<file path="config.mk">
export PLATFORM = sky130hd
export DESIGN_NAME = fp_sequence_engine
export DESIGN_NICKNAME = d
export VERILOG_FILES = /design/src/rtl/fp_sequence_engine.sv
export SDC_FILE = /design/constraint.sdc
export NUM_CORES = 2
export LEC_CHECK = 0
export ABC_AREA = 1
export CAP_MARGIN = 0
export CORE_AREA = 2 2 313 315
export DETAILED_ROUTE_END_ITERATION = 7
export DIE_AREA = 0 0 315 317
export MAX_ROUTING_LAYER = met4
export PLACE_DENSITY_LB_ADDON = 0.15
export SYNTH_ARGS = -nofsm -noshare
export SYNTH_HDL_FRONTEND = slang
export SYNTH_SLANG_ARGS = --single-unit
</file>
<file path="constraint.sdc">
create_clock -name clk -period 13.75 [get_ports clk]
set_clock_uncertainty 0.2 [all_clocks]
set_input_delay 2.75 -clock clk [delete_from_list [all_inputs] [get_ports clk]]
set_output_delay 2.75 -clock clk [all_outputs]
set_load 0.02 [all_outputs]
</file>
<file path="src/rtl/fp_sequence_engine.sv">
`default_nettype none
// ============================================================================
//  Module      : fp_sequence_engine (with local fp_adder)
//  Description : FP32 arithmetic-sequence generator. Terms a1 +/- k*d are built
//                by repeated accumulation through a start/done FP adder,
//                buffered in a small FIFO and written out over a valid/ready
//                memory port. Supports ascending, descending and periodic
//                restart modes, plus abort.
//  Revision    : 1.0 - initial release
// ============================================================================

// Multi-cycle FP32 adder. Round-to-nearest-even; denormal inputs are treated
// as zero, underflow flushes to zero and overflow saturates to infinity.
// Latency varies with the operands (1..4 cycles after start).
module fp_adder (
    input  logic        clk,
    input  logic        rst_n,
    input  logic        start,
    input  logic [31:0] a,
    input  logic [31:0] b,
    output logic        done,
    output logic [31:0] result
);
    logic [31:0] r_a, r_b;
    logic [1:0]  r_cnt;
    logic        r_run, r_done;

    logic              w_swap;
    logic [31:0]       w_big, w_sml;
    logic [26:0]       w_mbig, w_msml, w_shifted, w_lost, w_aligned, w_norm;
    logic [7:0]        w_diff;
    logic [27:0]       w_sum;
    logic signed [9:0] w_exp, w_lz;
    logic              w_up;
    logic [24:0]       w_rnd;
    logic [23:0]       w_mant;

    // Capture operands on start and count down an operand-dependent latency.
    always_ff @(posedge clk or negedge rst_n) begin
        if (!rst_n) begin
            r_a    <= '0;
            r_b    <= '0;
            r_cnt  <= '0;
            r_run  <= 1'b0;
            r_done <= 1'b0;
        end else if (start) begin
            r_a    <= a;
            r_b    <= b;
            r_cnt  <= a[24:23] ^ b[24:23];
            r_run  <= 1'b1;
            r_done <= 1'b0;
        end else begin
            r_done <= 1'b0;
            if (r_run) begin
                if (r_cnt == 2'd0) begin
                    r_run  <= 1'b0;
                    r_done <= 1'b1;
                end else begin
                    r_cnt <= r_cnt - 2'd1;
                end
            end
        end
    end

    // Align, add/subtract, normalise and round the held operands.
    always_comb begin
        w_swap    = (r_b[30:0] > r_a[30:0]);
        w_big     = w_swap ? r_b : r_a;
        w_sml     = w_swap ? r_a : r_b;
        w_mbig    = (w_big[30:23] == 8'd0) ? 27'd0 : {1'b1, w_big[22:0], 3'b000};
        w_msml    = (w_sml[30:23] == 8'd0) ? 27'd0 : {1'b1, w_sml[22:0], 3'b000};
        w_diff    = w_big[30:23] - w_sml[30:23];
        w_shifted = w_msml >> w_diff;
        w_lost    = w_msml & ~({27{1'b1}} << w_diff);
        w_aligned = {w_shifted[26:1], w_shifted[0] | (|w_lost)};
        w_sum     = (w_big[31] == w_sml[31]) ? ({1'b0, w_mbig} + {1'b0, w_aligned})
                                             : ({1'b0, w_mbig} - {1'b0, w_aligned});
        w_exp     = $signed({2'b00, w_big[30:23]});
        w_lz      = 10'sd0;
        for (int i = 0; i < 27; i++) begin
            if (w_sum[i]) w_lz = 10'(26 - i);
        end
        if (w_sum[27]) begin
            w_norm = {w_sum[27:2], w_sum[1] | w_sum[0]};
            w_exp  = w_exp + 10'sd1;
        end else begin
            w_norm = w_sum[26:0] << w_lz;
            w_exp  = w_exp - w_lz;
        end
        w_up  = w_norm[2] & (w_norm[1] | w_norm[0] | w_norm[3]);
        w_rnd = {1'b0, w_norm[26:3]} + {24'd0, w_up};
        if (w_rnd[24]) begin
            w_mant = w_rnd[24:1];
            w_exp  = w_exp + 10'sd1;
        end else begin
            w_mant = w_rnd[23:0];
        end
        if (w_sum == 28'd0)
            result = 32'd0;
        else if (w_exp <= 10'sd0)
            result = {w_big[31], 31'd0};
        else if (w_exp >= 10'sd255)
            result = {w_big[31], 8'hFF, 23'd0};
        else
            result = {w_big[31], w_exp[7:0], w_mant[22:0]};
    end

    assign done = r_done;
endmodule

module fp_sequence_engine #(
    parameter int ADDR_W = 32,
    parameter int CNT_W  = 32,
    parameter int STRIDE = 4,
    parameter int DEPTH  = 4
) (
    input  logic              clk,
    input  logic              rst_n,
    input  logic              activate,
    input  logic              abort,
    input  logic [1:0]        mode,
    input  logic [31:0]       a1,
    input  logic [31:0]       d,
    input  logic [CNT_W-1:0]  n,
    input  logic [CNT_W-1:0]  period,
    input  logic [ADDR_W-1:0] saddr,
    output logic              busy,
    output logic              done,
    output logic              aborted,
    output logic [CNT_W-1:0]  terms_written,
    output logic [ADDR_W-1:0] mem_addr,
    output logic [31:0]       mem_wdata,
    output logic              mem_write,
    input  logic              mem_ready
);
    localparam int AW = $clog2(DEPTH);

    localparam logic [2:0] c_IDLE  = 3'd0;
    localparam logic [2:0] c_SEED  = 3'd1;
    localparam logic [2:0] c_ISSUE = 3'd2;
    localparam logic [2:0] c_WAIT  = 3'd3;
    localparam logic [2:0] c_PUSH  = 3'd4;
    localparam logic [2:0] c_DRAIN = 3'd5;
    localparam logic [2:0] c_FLUSH = 3'd6;

    logic [2:0]        r_state;
    logic [31:0]       r_a1, r_d, r_cur;
    logic [CNT_W-1:0]  r_n, r_period, r_pushed, r_ph, r_tw;
    logic              r_periodic, r_done, r_aborted;
    logic [ADDR_W-1:0] r_addr;
    logic [31:0]       r_mem [DEPTH];
    logic [AW-1:0]     r_rd, r_wr;
    logic [AW:0]       r_count;

    logic              w_accept, w_pop, w_full, w_complete, w_abort;
    logic              w_push_req, w_push, w_restart, w_add_start, w_add_done;
    logic [CNT_W-1:0]  w_ph_inc, w_ph_next, w_pushed_inc;
    logic [31:0]       w_add_sum;

    assign busy         = (r_state != c_IDLE);
    assign w_accept     = activate && (r_state == c_IDLE);
    assign w_pop        = (r_count != '0) && mem_ready;
    assign w_full       = (r_count == (AW+1)'(DEPTH));
    assign w_complete   = (r_state == c_DRAIN) && (r_tw == r_n);
    assign w_abort      = abort && busy && (r_state != c_FLUSH) && !w_complete;
    assign w_push_req   = (r_state == c_PUSH) || ((r_state == c_SEED) && (r_n != '0));
    // A full FIFO still accepts a push when the head pops on the same edge.
    assign w_push       = w_push_req && (!w_full || w_pop) && !w_abort;
    assign w_ph_inc     = r_ph + 1'b1;
    // Phase of the next term within the period; period 0/1 keeps it at zero.
    assign w_ph_next    = (w_ph_inc >= r_period) ? '0 : w_ph_inc;
    assign w_restart    = r_periodic && (w_ph_next == '0);
    assign w_pushed_inc = r_pushed + 1'b1;
    assign w_add_start  = (r_state == c_ISSUE) && !w_abort;

    fp_adder u_adder (
        .clk    (clk),
        .rst_n  (rst_n),
        .start  (w_add_start),
        .a      (r_cur),
        .b      (r_d),
        .done   (w_add_done),
        .result (w_add_sum)
    );

    // Producer FSM: seeds a1, accumulates via the adder, restarts in periodic mode.
    always_ff @(posedge clk or negedge rst_n) begin
        if (!rst_n) begin
            r_state    <= c_IDLE;
            r_a1       <= '0;
            r_d        <= '0;
            r_cur      <= '0;
            r_n        <= '0;
            r_period   <= '0;
            r_periodic <= 1'b0;
            r_pushed   <= '0;
            r_ph       <= '0;
            r_done     <= 1'b0;
            r_aborted  <= 1'b0;
        end else if (r_state == c_IDLE) begin
            if (w_accept) begin
                r_a1       <= a1;
                r_d        <= {d[31] ^ mode[0], d[30:0]};
                r_cur      <= a1;
                r_n        <= n;
                r_period   <= period;
                r_periodic <= mode[1];
                r_pushed   <= '0;
                r_ph       <= '0;
                r_done     <= 1'b0;
                r_aborted  <= 1'b0;
                r_state    <= c_SEED;
            end
        end else if (w_complete) begin
            r_done  <= 1'b1;
            r_state <= c_IDLE;
        end else if (w_abort) begin
            r_state <= c_FLUSH;
        end else begin
            case (r_state)
                c_SEED, c_PUSH: begin
                    if ((r_state == c_SEED) && (r_n == '0)) begin
                        r_state <= c_DRAIN;
                    end else if (w_push) begin
                        r_pushed <= w_pushed_inc;
                        r_ph     <= w_ph_next;
                        if (w_pushed_inc == r_n) begin
                            r_state <= c_DRAIN;
                        end else if (w_restart) begin
                            r_cur   <= r_a1;
                            r_state <= c_PUSH;
                        end else begin
                            r_state <= c_ISSUE;
                        end
                    end
                end
                c_ISSUE: r_state <= c_WAIT;
                c_WAIT: begin
                    if (w_add_done) begin
                        r_cur   <= w_add_sum;
                        r_state <= c_PUSH;
                    end
                end
                c_DRAIN: r_state <= c_DRAIN;
                c_FLUSH: begin
                    if (r_count == '0) begin
                        r_done    <= 1'b1;
                        r_aborted <= 1'b1;
                        r_state   <= c_IDLE;
                    end
                end
                default: r_state <= c_IDLE;
            endcase
        end
    end

    // Write buffer and writer: head is presented until accepted; abort keeps
    // only a presented-but-unaccepted head and drops the rest.
    always_ff @(posedge clk or negedge rst_n) begin
        if (!rst_n) begin
            r_rd    <= '0;
            r_wr    <= '0;
            r_count <= '0;
            r_tw    <= '0;
            r_addr  <= '0;
            for (int i = 0; i < DEPTH; i++) r_mem[i] <= '0;
        end else begin
            if (w_accept) begin
                r_tw   <= '0;
                r_addr <= saddr;
            end else if (w_pop) begin
                r_tw   <= r_tw + 1'b1;
                r_addr <= r_addr + ADDR_W'(STRIDE);
            end
            if (w_abort) begin
                r_rd    <= r_rd + AW'(w_pop);
                r_wr    <= r_rd + AW'(r_count != '0);
                r_count <= ((r_count != '0) && !w_pop) ? (AW+1)'(1) : '0;
            end else begin
                if (w_push) begin
                    r_mem[r_wr] <= r_cur;
                    r_wr        <= r_wr + 1'b1;
                end
                if (w_pop) r_rd <= r_rd + 1'b1;
                if (w_push && !w_pop)
                    r_count <= r_count + 1'b1;
                else if (!w_push && w_pop)
                    r_count <= r_count - 1'b1;
            end
        end
    end

    assign done          = r_done;
    assign aborted       = r_aborted;
    assign terms_written = r_tw;
    assign mem_addr      = r_addr;
    assign mem_wdata     = r_mem[r_rd];
    assign mem_write     = (r_count != '0);
endmodule
`default_nettype wire

</file>
==> impl_metrics.py <==
metrics = {
    "run_status": {
        "outcome": "complete, no violations",
    },
    "yosys": {
        "syn_inst": 4804,
        "synth.most_common_cell": "nand2_1",
        "synthTopCellsByCount": "nand2_1 (1285), inv_1 (552), o21ai_0 (511), dfrtp_1 (497), nor2_1 (389)",
        "synth_edf_count": 0,
        "synthArstFlopShare": 1.00,
        "synth.top_cell.area_share": 0.371,
        "synth-seq-cells": 497,
        "yosys-top-cells-area": "dfrtp_1 (37%), nand2_1 (14%), o21ai_0 (7.6%)",
        "ys_seq_area_frac": 0.371,
        "syn_area_per_cell_sq_um": 6.98,
        "synth.distinct_cells": 67,
        "yosysWarnings": 0,
        "yosysTopAreaCell": "dfrtp_1",
        "syn-num-nets": 5083,
        "synth_area_sq_um": 33500,
        "synthFlopType": "dfrtp_1",
    },
    "drt": {
        "num_vias": 32300,
        "drc_errors": 0,
        "vias_per_cell": 5.11,
        "firstDrtPassIters": 7,
        "drtIter0Drc": 2463,
        "drtAntennaViolNets": 0,
        "wl_per_cell_um": 18.5,
        "finalWirelength_mm": 117,
    },
    "worst_setup_path": {
        "setup.worst_path.end_class": "flip-flop",
        "cpMostUsedCell": "nand2_1",
        "cpPeakStageDelay_ps": 380,
        "cp_max_fo": 32,
        "cp.arrival_ps": 12770,
        "critPathRequiredTime_ps": 14060,
        "path_class": "flip-flop to flip-flop",
        "cp_slowest_cell": "o31ai_1",
        "critPathLaunchType": "flip-flop",
    },
    "timing": {
        "fin_crit_sh": 0.906,
        "finalSetupTns_ps": 0,
        "tightest_slew_ps": 1160,
        "hold_violations": 0,
        "maxSlewHeadroom": 0.223,
        "setup_viol": 0,
        "fmax_ghz": 0.0803,
        "finalWorstPathRequiredPeriod_ps": 12460,
        "slew_viol_final": 0,
    },
    "cts": {
        "clk_pin_slew_ps": 60,
        "cts_buffers": 57,
        "cts_tree": "yes",
        "cts_max_level": 2,
        "insertion_delay_ps": 630,
        "cts_sinks": 497,
        "cts-root-buf": "clkbuf_16",
        "cts_buffer_depth": 3,
    },
    "job": {
        "cap_violations": 0,
    },
    "die": {
        "num_rows": 114,
        "dieArea_sq_um": 99900,
        "die_h_um": 317,
        "core_area_sq_um": 96300,
        "die_w_um": 315,
        "ioPinCount": 267,
        "start_util": 0.348,
    },
    "global_route": {
        "met1_usage": 0.308,
        "grt_pass1_wl_mm": 181,
        "grt_overflow": 0,
        "grt_start_max_net_pins": 140,
        "track_usage": 0.237,
        "grt_antenna_before_repair": 5,
        "grt_busiest_layer": "met2",
        "grt_use_met3": 0.0359,
        "grt_pass1_vias": 30900,
        "grtUsageMet2": 0.376,
    },
    "finish": {
        "top_register": "r_mem",
        "regArea_sq_um": 12400,
        "largest_reg_flops": 128,
        "multiInputGateArea_sq_um": 18100,
        "n_fill_cell": 10200,
        "drive_gt1_frac": 0.0566,
        "synthToLayoutAreaGrowth_pct": 17.8,
        "layout.nets": 5270,
    },
    "placement": {
        "dp_hpwl_mm": 86.7,
        "portBuffers": 266,
        "gp_congestion": 0.952,
    },
    "min_path": {
        "hold_path.class": "flip-flop to flip-flop",
    },
}
-- cells by family after synthesis --
family,synth area share
AO/OA/AOI/OAI,0.153
AND/OR/NAND/NOR,0.287
XOR/XNOR,0.0498
adder cells (fa/ha/maj),0.0425
buffers and inverters,0.0938
flip-flops,0.371
multiplexers,0.00329
-- timing repair --
item / in CTS / in global routing
resized for setup: 0 / 16
endpoints found under the setup margin: 0 / 31
setup buffers: 0 / 5
hold buffers: 0 / 0
-- cell usage in the layout, fill, tap and decap left out, drive strengths merged, types with 6 or more instances in the layout --
cell type      instances
buf                   80
inv                  580
ha                   109
a21oi                154
xnor2                 33
bufinv                 6
o31ai                  9
clkdlybuf4s50        265
nand2               1309
a211oi                37
dfrtp                497
o211ai                18
xor2                 156
nor4                  28
nor3                  75
nand4                 76
o22ai                 85
nand3                362
a31oi                 25
o21bai                 8
o21ai                549
nor2                 400
clkinv                17
mux2i                 11
clkbuf                78
or2                   11
-- through the flow --
stage                     std cells  hold WS [ps]  setup WS [ps]  cell area, sq um  utilization
final                          6312           267           1290             39500        0.410
after floorplan                4804           242           3270             33500            -
after CTS                      6300           273            760             39300        0.409
after global placement         6201           255            986             37400        0.389
after detailed placement       6201           259            843             37400        0.389
after global routing           6311           295          -21.9             39500        0.410
-- per-layer routing --
layer  part of all wire  up-vias  wire, um
met5                  0        -         0
met3              0.056      184      6610
met2               0.46      880     54400
li1                   -    16100         -
met1               0.44    15100     52000
met4              0.035        0      4070
-- layout make-up --
type | count | share of cell area
Inverter | 582 | 0.0556
Timing Repair Buffer | 345 | 0.0829
Tap cell | 1276 | 0.0404
Sequential cell | 497 | 0.315
Clock inverter | 21 | 0.00704
Clock buffer | 78 | 0.0412
Antenna cell | 5 | 0.000317
Multi-Input combinational cell | 3508 | 0.457
-- worst max-delay path: cells and delay by family, from the launching register on --
| family | cells | cell delay [ps] |
|---|---|---|
| xor gates and xnor gates | 1 | 80 |
| and+or+nand+nor | 53 | 6980 |
| adders and majority gates | 5 | 1320 |
| buffers and inverters | 13 | 1590 |
| AOI/OAI and AO/OA | 11 | 1820 |
| DFF | 1 | 360 |
-- worst paths after layout --
kind	from	to	slack (ps)	depth (start not counted)
max	u_adder.r_a[6]$_DFFE_PN0P_	r_cur[27]$_DFFE_PN0P_	1290	83
min	r_a1[18]$_DFFE_PN0P_	r_a1[18]$_DFFE_PN0P_	270	2
max reg2reg	u_adder.r_a[6]$_DFFE_PN0P_	r_cur[27]$_DFFE_PN0P_	1290	83
min reg2reg	r_a1[18]$_DFFE_PN0P_	r_a1[18]$_DFFE_PN0P_	270	2
max in group asynchronous	rst_n	r_period[1]$_DFFE_PN0P_	8770	4
min in group asynchronous	rst_n	r_mem[17]$_DFFE_PN0P_	1900	1
Power is left out: the tool's default activity adds up to more than one toggle a clock period on the data nets, which glitch-free logic cannot reach.
